<file path="src/rtl/div4b_pkg.sv">
// div4b_pkg: shared widths, step count, state encoding and divide-by-zero quotient for div4b_seq
package div4b_pkg;
  localparam int WIDTH = 4;
  localparam int STEPS = 4;
  typedef enum logic [1:0] {IDLE = 2'd0, RUN = 2'd1, DONE = 2'd2} state_e;
  localparam logic [WIDTH-1:0] DIV0_Q = 4'hF;
endpackage

</file>
<file path="src/rtl/div4b_seq_sub5b.sv">
// sub5b: combinational 5-bit ripple-borrow subtractor (Diff = A - B - Bin) built from full-subtractor cells
//   A, B  : 5-bit operands
//   Bin   : borrow into bit 0
//   Diff  : 5-bit difference
//   Bout  : borrow out of bit 4 (set when A < B + Bin)
module sub5b
  import div4b_pkg::*;
(
  input  logic [WIDTH:0] A,
  input  logic [WIDTH:0] B,
  input  logic           Bin,
  output logic [WIDTH:0] Diff,
  output logic           Bout
);
  logic [WIDTH+1:0] bw;
  assign bw[0] = Bin;
  for (genvar i = 0; i <= WIDTH; i++) begin : g_fs
    assign Diff[i]  = A[i] ^ B[i] ^ bw[i];
    assign bw[i+1]  = (~A[i] & B[i]) | (~(A[i] ^ B[i]) & bw[i]);
  end
  assign Bout = bw[WIDTH+1];
endmodule

</file>
<file path="src/rtl/div4b_seq.sv">
// div4b_seq: sequential 4-bit unsigned restoring divider, one quotient bit per clock
//   clk, rst     : clock, asynchronous active-high reset
//   start        : request, accepted only while busy=0
//   A, B         : dividend, divisor (captured on accepted start)
//   busy         : division in progress
//   done         : one-cycle pulse, Q/R valid from this cycle
//   Q, R         : quotient, remainder (held until next result)
//   div_zero     : divisor-was-zero flag, present only with DIV4B_ZERO_DETECT_EN
//   DIV4B_ZERO_DETECT_EN: B==0 finishes in one cycle with Q=F, R=A, div_zero=1
module div4b_seq
  import div4b_pkg::*;
(
  input  logic             clk,
  input  logic             rst,
  input  logic             start,
  input  logic [WIDTH-1:0] A,
  input  logic [WIDTH-1:0] B,
  output logic             busy,
  output logic             done,
  output logic [WIDTH-1:0] Q,
  output logic [WIDTH-1:0] R
`ifdef DIV4B_ZERO_DETECT_EN
  ,output logic            div_zero
`endif
);
  state_e           state_q, state_d;
  logic [1:0]       cnt_q, cnt_d;
  logic [WIDTH-1:0] dvd_q, dvd_d;
  logic [WIDTH-1:0] div_q, div_d;
  logic [WIDTH-1:0] rem_q, rem_d;
  logic [WIDTH-1:0] quo_q, quo_d;
  logic [WIDTH-1:0] q_q, q_d;
  logic [WIDTH-1:0] r_q, r_d;
`ifdef DIV4B_ZERO_DETECT_EN
  logic             dz_q, dz_d;
`endif
  logic [WIDTH:0]   shin, diff;
  logic             bout, restore;
  assign shin = {rem_q, dvd_q[WIDTH-1]};
  sub5b u_sub (
    .A    (shin),
    .B    ({1'b0, div_q}),
    .Bin  (1'b0),
    .Diff (diff),
    .Bout (bout)
  );
  // diff[WIDTH] is zero whenever there is no borrow; folding it in keeps the full result in the decision
  assign restore = bout | diff[WIDTH];
  always_comb begin
    state_d = state_q;
    cnt_d   = cnt_q;
    dvd_d   = dvd_q;
    div_d   = div_q;
    rem_d   = rem_q;
    quo_d   = quo_q;
    q_d     = q_q;
    r_d     = r_q;
`ifdef DIV4B_ZERO_DETECT_EN
    dz_d    = dz_q;
`endif
    if (state_q == RUN) begin
      rem_d = restore ? shin[WIDTH-1:0] : diff[WIDTH-1:0];
      quo_d = {quo_q[WIDTH-2:0], ~restore};
      dvd_d = dvd_q << 1;
      cnt_d = cnt_q - 1'b1;
      if (cnt_q == 2'd0) begin
        state_d = DONE;
        q_d     = quo_d;
        r_d     = rem_d;
      end
    end else if (start) begin
      state_d = RUN;
      dvd_d   = A;
      div_d   = B;
      rem_d   = '0;
      quo_d   = '0;
      cnt_d   = 2'(STEPS - 1);
`ifdef DIV4B_ZERO_DETECT_EN
      dz_d    = (B == '0);
      if (B == '0) begin
        state_d = DONE;
        q_d     = DIV0_Q;
        r_d     = A;
      end
`endif
    end else begin
      state_d = IDLE;
    end
  end
  always_ff @(posedge clk or posedge rst) begin
    if (rst) begin
      state_q <= IDLE;
      cnt_q   <= '0;
      dvd_q   <= '0;
      div_q   <= '0;
      rem_q   <= '0;
      quo_q   <= '0;
      q_q     <= '0;
      r_q     <= '0;
`ifdef DIV4B_ZERO_DETECT_EN
      dz_q    <= 1'b0;
`endif
    end else begin
      state_q <= state_d;
      cnt_q   <= cnt_d;
      dvd_q   <= dvd_d;
      div_q   <= div_d;
      rem_q   <= rem_d;
      quo_q   <= quo_d;
      q_q     <= q_d;
      r_q     <= r_d;
`ifdef DIV4B_ZERO_DETECT_EN
      dz_q    <= dz_d;
`endif
    end
  end
  assign busy = (state_q == RUN);
  assign done = (state_q == DONE);
  assign Q    = q_q;
  assign R    = r_q;
`ifdef DIV4B_ZERO_DETECT_EN
  assign div_zero = dz_q;
`endif
endmodule
</file>
<file path="config.mk">
export PLATFORM = sky130hd
export DESIGN_NAME = div4b_seq
export DESIGN_NICKNAME = d
export VERILOG_FILES = /design/src/rtl/div4b_pkg.sv /design/src/rtl/div4b_seq_sub5b.sv /design/src/rtl/div4b_seq.sv
export SDC_FILE = /design/constraint.sdc
export NUM_CORES = 1
export LEC_CHECK = 0
export ABC_CLOCK_PERIOD_IN_PS = 5100
export CAP_MARGIN = 15
export CORE_ASPECT_RATIO = 0.8
export CORE_UTILIZATION = 55
export CTS_BUF_LIST = sky130_fd_sc_hd__clkbuf_16
export DETAILED_ROUTE_END_ITERATION = 12
export GPL_TIMING_DRIVEN = 1
export PLACE_DENSITY = 0.95
export SETUP_SLACK_MARGIN = 0.1
export SLEW_MARGIN = 10
export SYNTH_ARGS = -nofsm -noshare
export SYNTH_HDL_FRONTEND = slang
export SYNTH_SLANG_ARGS = --single-unit
</file>
<file path="constraint.sdc">
create_clock -name clk -period 5.1 [get_ports clk]
set_input_delay 1.275 -clock clk [delete_from_list [all_inputs] [get_ports clk]]
set_output_delay 1.275 -clock clk [all_outputs]
set_load 0.005 [all_outputs]
</file>
==> results of run 1 <==
==> final cells by class <==
| cell class | instances | area share, % |
|---|---|---|
| flip-flops and latches | 27 | 44.9 |
| multi-input cells | 64 | 31.7 |
| repair buffers | 20 | 13.3 |
| clock buffers | 3 | 4.99 |
| inverters | 11 | 2.75 |
| well taps | 24 | 2.00 |
| clock inverters | 1 | 0.333 |
==> cell usage in the layout, fill, tap and decap left out, drive strengths merged, types with 2 or more instances in the layout <==
cell	n
inv	11
fa	3
ha	2
o21ai	14
clkdlybuf4s50	20
clkbuf	3
dfrtp	27
nand3b	6
mux2i	6
nand2	13
nor2	3
mux2	9
==> worst max-delay path: stages, from the launching register on <==
cell             delay [ns]
dfrtp_1                0.39
nand2b_1               0.35
inv_1                  0.40
clkdlybuf4s50_1        0.58
==> worst max-delay path by stage <==
| stage | from | end | slack, ns | depth (start not counted) |
|---|---|---|---|---|
| floorplan | dvd_q[3] | R[3] | 2.75 | 10 |
| detailed placement | state_q[1] | busy | 2.17 | 3 |
| global route | state_q[1] | busy | 1.74 | 3 |
| CTS | state_q[1] | busy | 1.87 | 3 |
| finish | state_q[1] | busy | 1.84 | 3 |
| global placement | state_q[1] | busy | 2.26 | 3 |
==> flip-flops by register name (all words and copies together), names as in the netlist <==
name and flops:
Q 4, R 4, cnt_q 2, div_q 4
dvd_q 4, quo_q 3, rem_q 4, state_q 2
==> synth_stat cells <==
| master | number | share of area (%) |
|---|---|---|
| inv_1 | 11 | 3.4 |
| o2bb2ai_1 | 1 | 0.72 |
| ha_1 | 2 | 2.1 |
| buf_2 | 2 | 0.83 |
| nand3b_1 | 6 | 3.7 |
| a21oi_1 | 1 | 0.41 |
| dfrtp_1 | 27 | 56 |
| xnor2_1 | 1 | 0.72 |
| fa_1 | 3 | 5.0 |
| mux2i_1 | 6 | 5.0 |
| nor2b_1 | 1 | 0.52 |
| nor2_1 | 3 | 0.93 |
| nor3_1 | 1 | 0.41 |
| nand2b_1 | 1 | 0.52 |
| xor2_1 | 1 | 0.72 |
| clkbuf_1 | 2 | 0.62 |
| o21ai_0 | 14 | 5.8 |
| nand2_1 | 13 | 4.0 |
| mux2_2 | 9 | 8.4 |
| or3_1 | 1 | 0.52 |
==> metrics by stage <==
step,hold WS [ns],std cells
finish,0.486,150
global route,0.513,150
CTS,0.487,150
detailed placement,0.465,146
global placement,0.461,146
floorplan,0.445,106
==> report_power, final <==
group,internal (mW),switching (mW)
Combinational,0.220,0.237
Sequential,0.314,0.0613
Clock,0.106,0.0683
Total,0.640,0.367
==> layer usage <==
| metal | up-vias | global-route usage, % |
|---|---|---|
| met5 | - | 0 |
| met4 | 0 | 5.13 |
| met3 | 2 | 7.37 |
| met2 | 30 | 39.0 |
| met1 | 394 | 26.0 |
| li1 | 388 | - |
==> logic make-up (layout without fill, tap and decap cells) <==
group | after synthesis | in the layout | share of synthesized area [%]
buf+inv | 15 | 35 | 4.86
simple gates | 26 | 26 | 10.6
flops | 27 | 27 | 55.8
fa+ha+maj | 5 | 5 | 7.02
xor+xnor | 2 | 2 | 1.45
mux | 15 | 15 | 13.3
compound gates | 16 | 16 | 6.92
==> reports/metrics.csv, run 1 <==
metric,value,unit
status,completed,
Final Hold Fails,0,
H-tree depth,1,
vias per cell,5.43,
synthesized flop and latch total,27,
WL final,2.25,mm
Post-Syn Area,0.00121,sq mm
CTS Buffer Depth,2,
Detailed Place HPWL,1.50,mm
nets,143,
1st-iter DRT viols,9,
FMAX,306,MHz
"worst slack, placed",2.17,ns
worst vdd ir,0.520,mV
syn_nets,122,
R2R cell count,10,
share of cells above drive strength 1,10.3,%
area grow syn2layout,24.2,%
area of the multi-input gates,477,sq um
DR WL met3,137,um
Worst Skew,0.00537,ns
Ys Warns,0,
Cell Rows,14,
Worst Path Required,3.83,ns
gr usage total,22.2,%
final instance area,0.00150,sq mm
total of max-cap violations,0,
Reg area,676,sq um
Syn Inst Count,106,
leak pwr,0.702,nW
# resized after CTS,0,
Sink Count,27,
clk root buf,clkbuf_16,
GRT overflow,0,
Pwr Density,670,mW/mm^2
Core ar.,0.00198,sq mm
crit end category,output port,
WP data arrival,1.99,ns
DIE WIDTH,54.5,um
post-layout minimum cycle time,3.26,ns
reg2reg end,R[3],
initial core utilization,61.2,%
worst hold path class,reg2reg,
max-slew violations,0,
area after detailed placement,0.00142,sq mm
"Clk Latency, worst-skew pair",0.26,ns
CTS tree,yes,
initial antenna violation count,0,
io pins,21,
"Seq/Total Area, Yosys",55.8,%
vias in the first global route,833,
WHS Path Cells,2,
"Worst Setup Slack, final",1.84,ns
Port Buffers,20,
worst r2r src,dvd_q[3],
largest net degree at the start of global routing,28,
Fill cells,130,
metal2 WL,1.14,mm
Crit Path Class,reg2out,
Num CTS Buffers,3,
DR WL/cell,15.0,um
post-route ant nets,0,
Vias,814,
Die ar.,0.00239,sq mm
hold_buf cts,0,
drt drc,0,
crit start category,register,
CTS clock-pin slew for the worst setup and hold paths,0.06,ns
Worst-Margin Slew,0.975,ns
Setup TNS,0,ns
hold path start,R[0],
Slew HR,34.9,%
DRT Pass-1 Iters,4,
Hold Path End,R[0],
gpl congestion,0.770,
unrepaired setup endpoints after global routing,false,
Yosys cell types,20,
highest metal used,met4,
height of the chip,44.0,um
CP max FO,14,
first-pass GRT wire length,3.56,mm
Post-CTS Setup Inserts,0,
endpoints failing setup,0,
flop2flop setup slack,2.46,ns
Final Util,76.0,%
Tcrit/Tclk final,64.0,%
Met1 Routed Length,959,um
n_diodes,0,
Avg Synthesized Cell Area,11.4,sq um
Final Power,1.01,mW
Power figures use the tool's default switching activity.
==> run 2, diff against run 1 <==
--- a/config.mk
+++ b/config.mk
@@ -5,14 +5,14 @@
 export SDC_FILE = /design/constraint.sdc
 export NUM_CORES = 1
 export LEC_CHECK = 0
-export ABC_CLOCK_PERIOD_IN_PS = 5100
+export ABC_CLOCK_PERIOD_IN_PS = 3200
 export CAP_MARGIN = 15
 export CORE_ASPECT_RATIO = 0.8
-export CORE_UTILIZATION = 55
+export CORE_UTILIZATION = 51
 export CTS_BUF_LIST = sky130_fd_sc_hd__clkbuf_16
 export DETAILED_ROUTE_END_ITERATION = 12
 export GPL_TIMING_DRIVEN = 1
-export PLACE_DENSITY = 0.95
+export PLACE_DENSITY = 0.89
 export SETUP_SLACK_MARGIN = 0.1
 export SLEW_MARGIN = 10
 export SYNTH_ARGS = -nofsm -noshare
==> constraint.sdc (replaced) <==
create_clock -name clk -period 3.2 [get_ports clk]
set_input_delay 0.8 -clock clk [delete_from_list [all_inputs] [get_ports clk]]
set_output_delay 0.8 -clock clk [all_outputs]
set_load 0.005 [all_outputs]
==> run 2 against run 1 <==
Clock power rose by 58%. Combinational power rose by 58%. Sequential cell count did not move. Wire length fell by 3.3%. Cell count rose by 2.0%. Core utilization fell by 6.8 points. Power rose by 58%. First-iteration DRC count rose by 56%. Via count rose by 2.7%. Clock-buffer cell count did not move. Critical path type is now reg2reg.
==> reports/metrics.csv, run 2 (synthesis results as in run 1) <==
metric,value,unit,change
status,completed,,
H-tree depth,1,,unchanged
gpl congestion,0.736,,-4.5%
Setup TNS,0,ns,unchanged
Die ar.,0.00257,sq mm,+7.5%
area of the multi-input gates,477,sq um,unchanged
post-layout minimum cycle time,2.60,ns,
total of max-cap violations,0,,unchanged
GRT overflow,0,,unchanged
clk root buf,clkbuf_16,,
Fill cells,161,,+24%
CTS clock-pin slew for the worst setup and hold paths,0.06,ns,about the same
height of the chip,45.6,um,+3.7%
largest net degree at the start of global routing,28,,unchanged
1st-iter DRT viols,14,,+5
# resized after CTS,0,,unchanged
final instance area,0.00152,sq mm,+1.0%
WP data arrival,2.76,ns,+0.77 ns
DIE WIDTH,56.5,um,+3.7%
Worst-Margin Slew,0.541,ns,-0.434 ns
reg2reg end,R[3],,
leak pwr,0.713,nW,+1.5%
gr usage total,19.9,%,-2.3 points
"Cell Chain, Critical Path","inv_1, ha_1, inv_1, fa_1, fa_1, inv_1, fa_1, xnor2_1, mux2_2, o21ai_0",,
Post-CTS Setup Inserts,0,,unchanged
Reg area,676,sq um,unchanged
most frequent cells in the layout,"dfrtp_1, clkdlybuf4s50_1, o21ai_0, nand2_1, inv_1",,
hold_buf cts,0,,unchanged
DR WL/cell,14.2,um,-5.2%
Worst Skew,0.00332,ns,-0.00206 ns
Final Hold Fails,0,,unchanged
Num CTS Buffers,3,,unchanged
Clk pwr share,17.2,%,about the same
P_sw,566,uW,+54%
initial antenna violation count,0,,unchanged
share of total power in combinational logic,45.4,%,about the same
Vias,836,,+2.7%
Port Buffers,20,,unchanged
vias in the first global route,781,,-6.2%
first-pass GRT wire length,3.67,mm,+3.1%
CP max FO,3,,-11
area grow syn2layout,25.4,%,
drt drc,0,,unchanged
slowest library cell on the worst path,mux2_2,,
Tcrit/Tclk final,81.1,%,
"most common cell after layout, fill and taps aside",dfrtp_1,,
R2R cell count,10,,unchanged
Worst Path Required,3.37,ns,-0.46 ns
crit end category,register,,
vias per cell,5.46,,+0.69%
n_diodes,0,,unchanged
area after detailed placement,0.00144,sq mm,+1.1%
Pwr Density,1050,mW/mm^2,+57%
slowest cell delay on critical path,0.40,ns,-0.18 ns
CTS tree,yes,,
Slew HR,63.8,%,+29 points
Crit Path Class,reg2reg,,
Final Power,1.59,mW,+58%
nets,145,,+1.4%
crit start category,register,,
Core ar.,0.00220,sq mm,+11%
worst vdd ir,0.831,mV,+60%
FMAX,385,MHz,
Cell Rows,15,,+1
sequential share of power,37.4,%,about the same
WL final,2.18,mm,-3.3%
post-route ant nets,0,,unchanged
Critical Path Stages,10,,+7
flop2flop setup slack,0.60,ns,-1.86 ns
Sink Count,27,,unchanged
max-slew violations,0,,unchanged
"Clk Latency, worst-skew pair",0.26,ns,about the same
share of cells above drive strength 1,10.9,%,+0.62 points
unrepaired setup endpoints after global routing,false,,
CTS Buffer Depth,2,,unchanged
end of the critical path,R[3],,
"CP delay by family, top",adder cells,,
Final Util,69.2,%,-6.8 points
io pins,21,,unchanged
initial core utilization,55.2,%,-6.0 points
Detailed Place HPWL,1.51,mm,+0.53%
Pint,1.03,mW,+60%
DRT Pass-1 Iters,4,,unchanged
worst hold path class,reg2reg,,
endpoints failing setup,0,,unchanged
worst r2r src,dvd_q[3],,
sw frac,35.5,%,-0.93 points
CP bufs+invs,3,,+1
Worst Setup SP,dvd_q[3],,
[run 2: routing by layer]
layer	track usage, %	vias up	wire (um)
met1	24.7	415	999
met3	5.40	4	122
met5	0	-	0
met2	33.4	23	1020
li1	-	394	-
met4	8.78	0	37
[run 2: worst register-to-register path, stage by stage, from the launching register on]
cell     delay, ns
dfrtp_1       0.38
inv_1         0.08
ha_1          0.14
inv_1         0.04
fa_1          0.39
fa_1          0.37
inv_1         0.08
fa_1          0.22
xnor2_1       0.22
mux2_2        0.40
o21ai_0       0.18
[run 2: power groups by stage]
stage	registers (mW)	clock network [mW]	logic [mW]
2_1_floorplan	0.581	0	0.479
6_report	0.596	0.275	0.723
3_3_place_gp	0.592	0	0.673
3_5_place_dp	0.604	0	0.712
5_1_grt	0.617	0.292	0.816
4_1_cts	0.598	0.280	0.729
[run 2: stage by stage]
stage               hold slack [ns]  setup WS, ns  cells
floorplan                     0.445         0.854    106
global placement              0.459         0.781    149
detailed placement            0.465         0.641    149
CTS                           0.472         0.598    153
finish                        0.472         0.604    153
global route                  0.513         0.428    153
[run 2: worst min-delay path by stage]
stage,start,to,slack [ns],cells past startpoint
2_1_floorplan,cnt_q[0],cnt_q[0],0.44,1
3_5_place_dp,cnt_q[0],cnt_q[0],0.47,1
4_1_cts,cnt_q[0],cnt_q[0],0.47,1
6_report,cnt_q[0],cnt_q[0],0.47,1
3_3_place_gp,cnt_q[0],cnt_q[0],0.46,1
5_1_grt,cnt_q[0],cnt_q[0],0.51,1
[run 2: final cells by class]
cell class | instances | area share [%]
well taps | 25 | 2.06
flip-flops and latches | 27 | 44.5
clock buffers | 3 | 4.94
repair buffers | 22 | 14.2
clock inverters | 1 | 0.247
multi-input cells | 64 | 31.4
inverters | 11 | 2.72
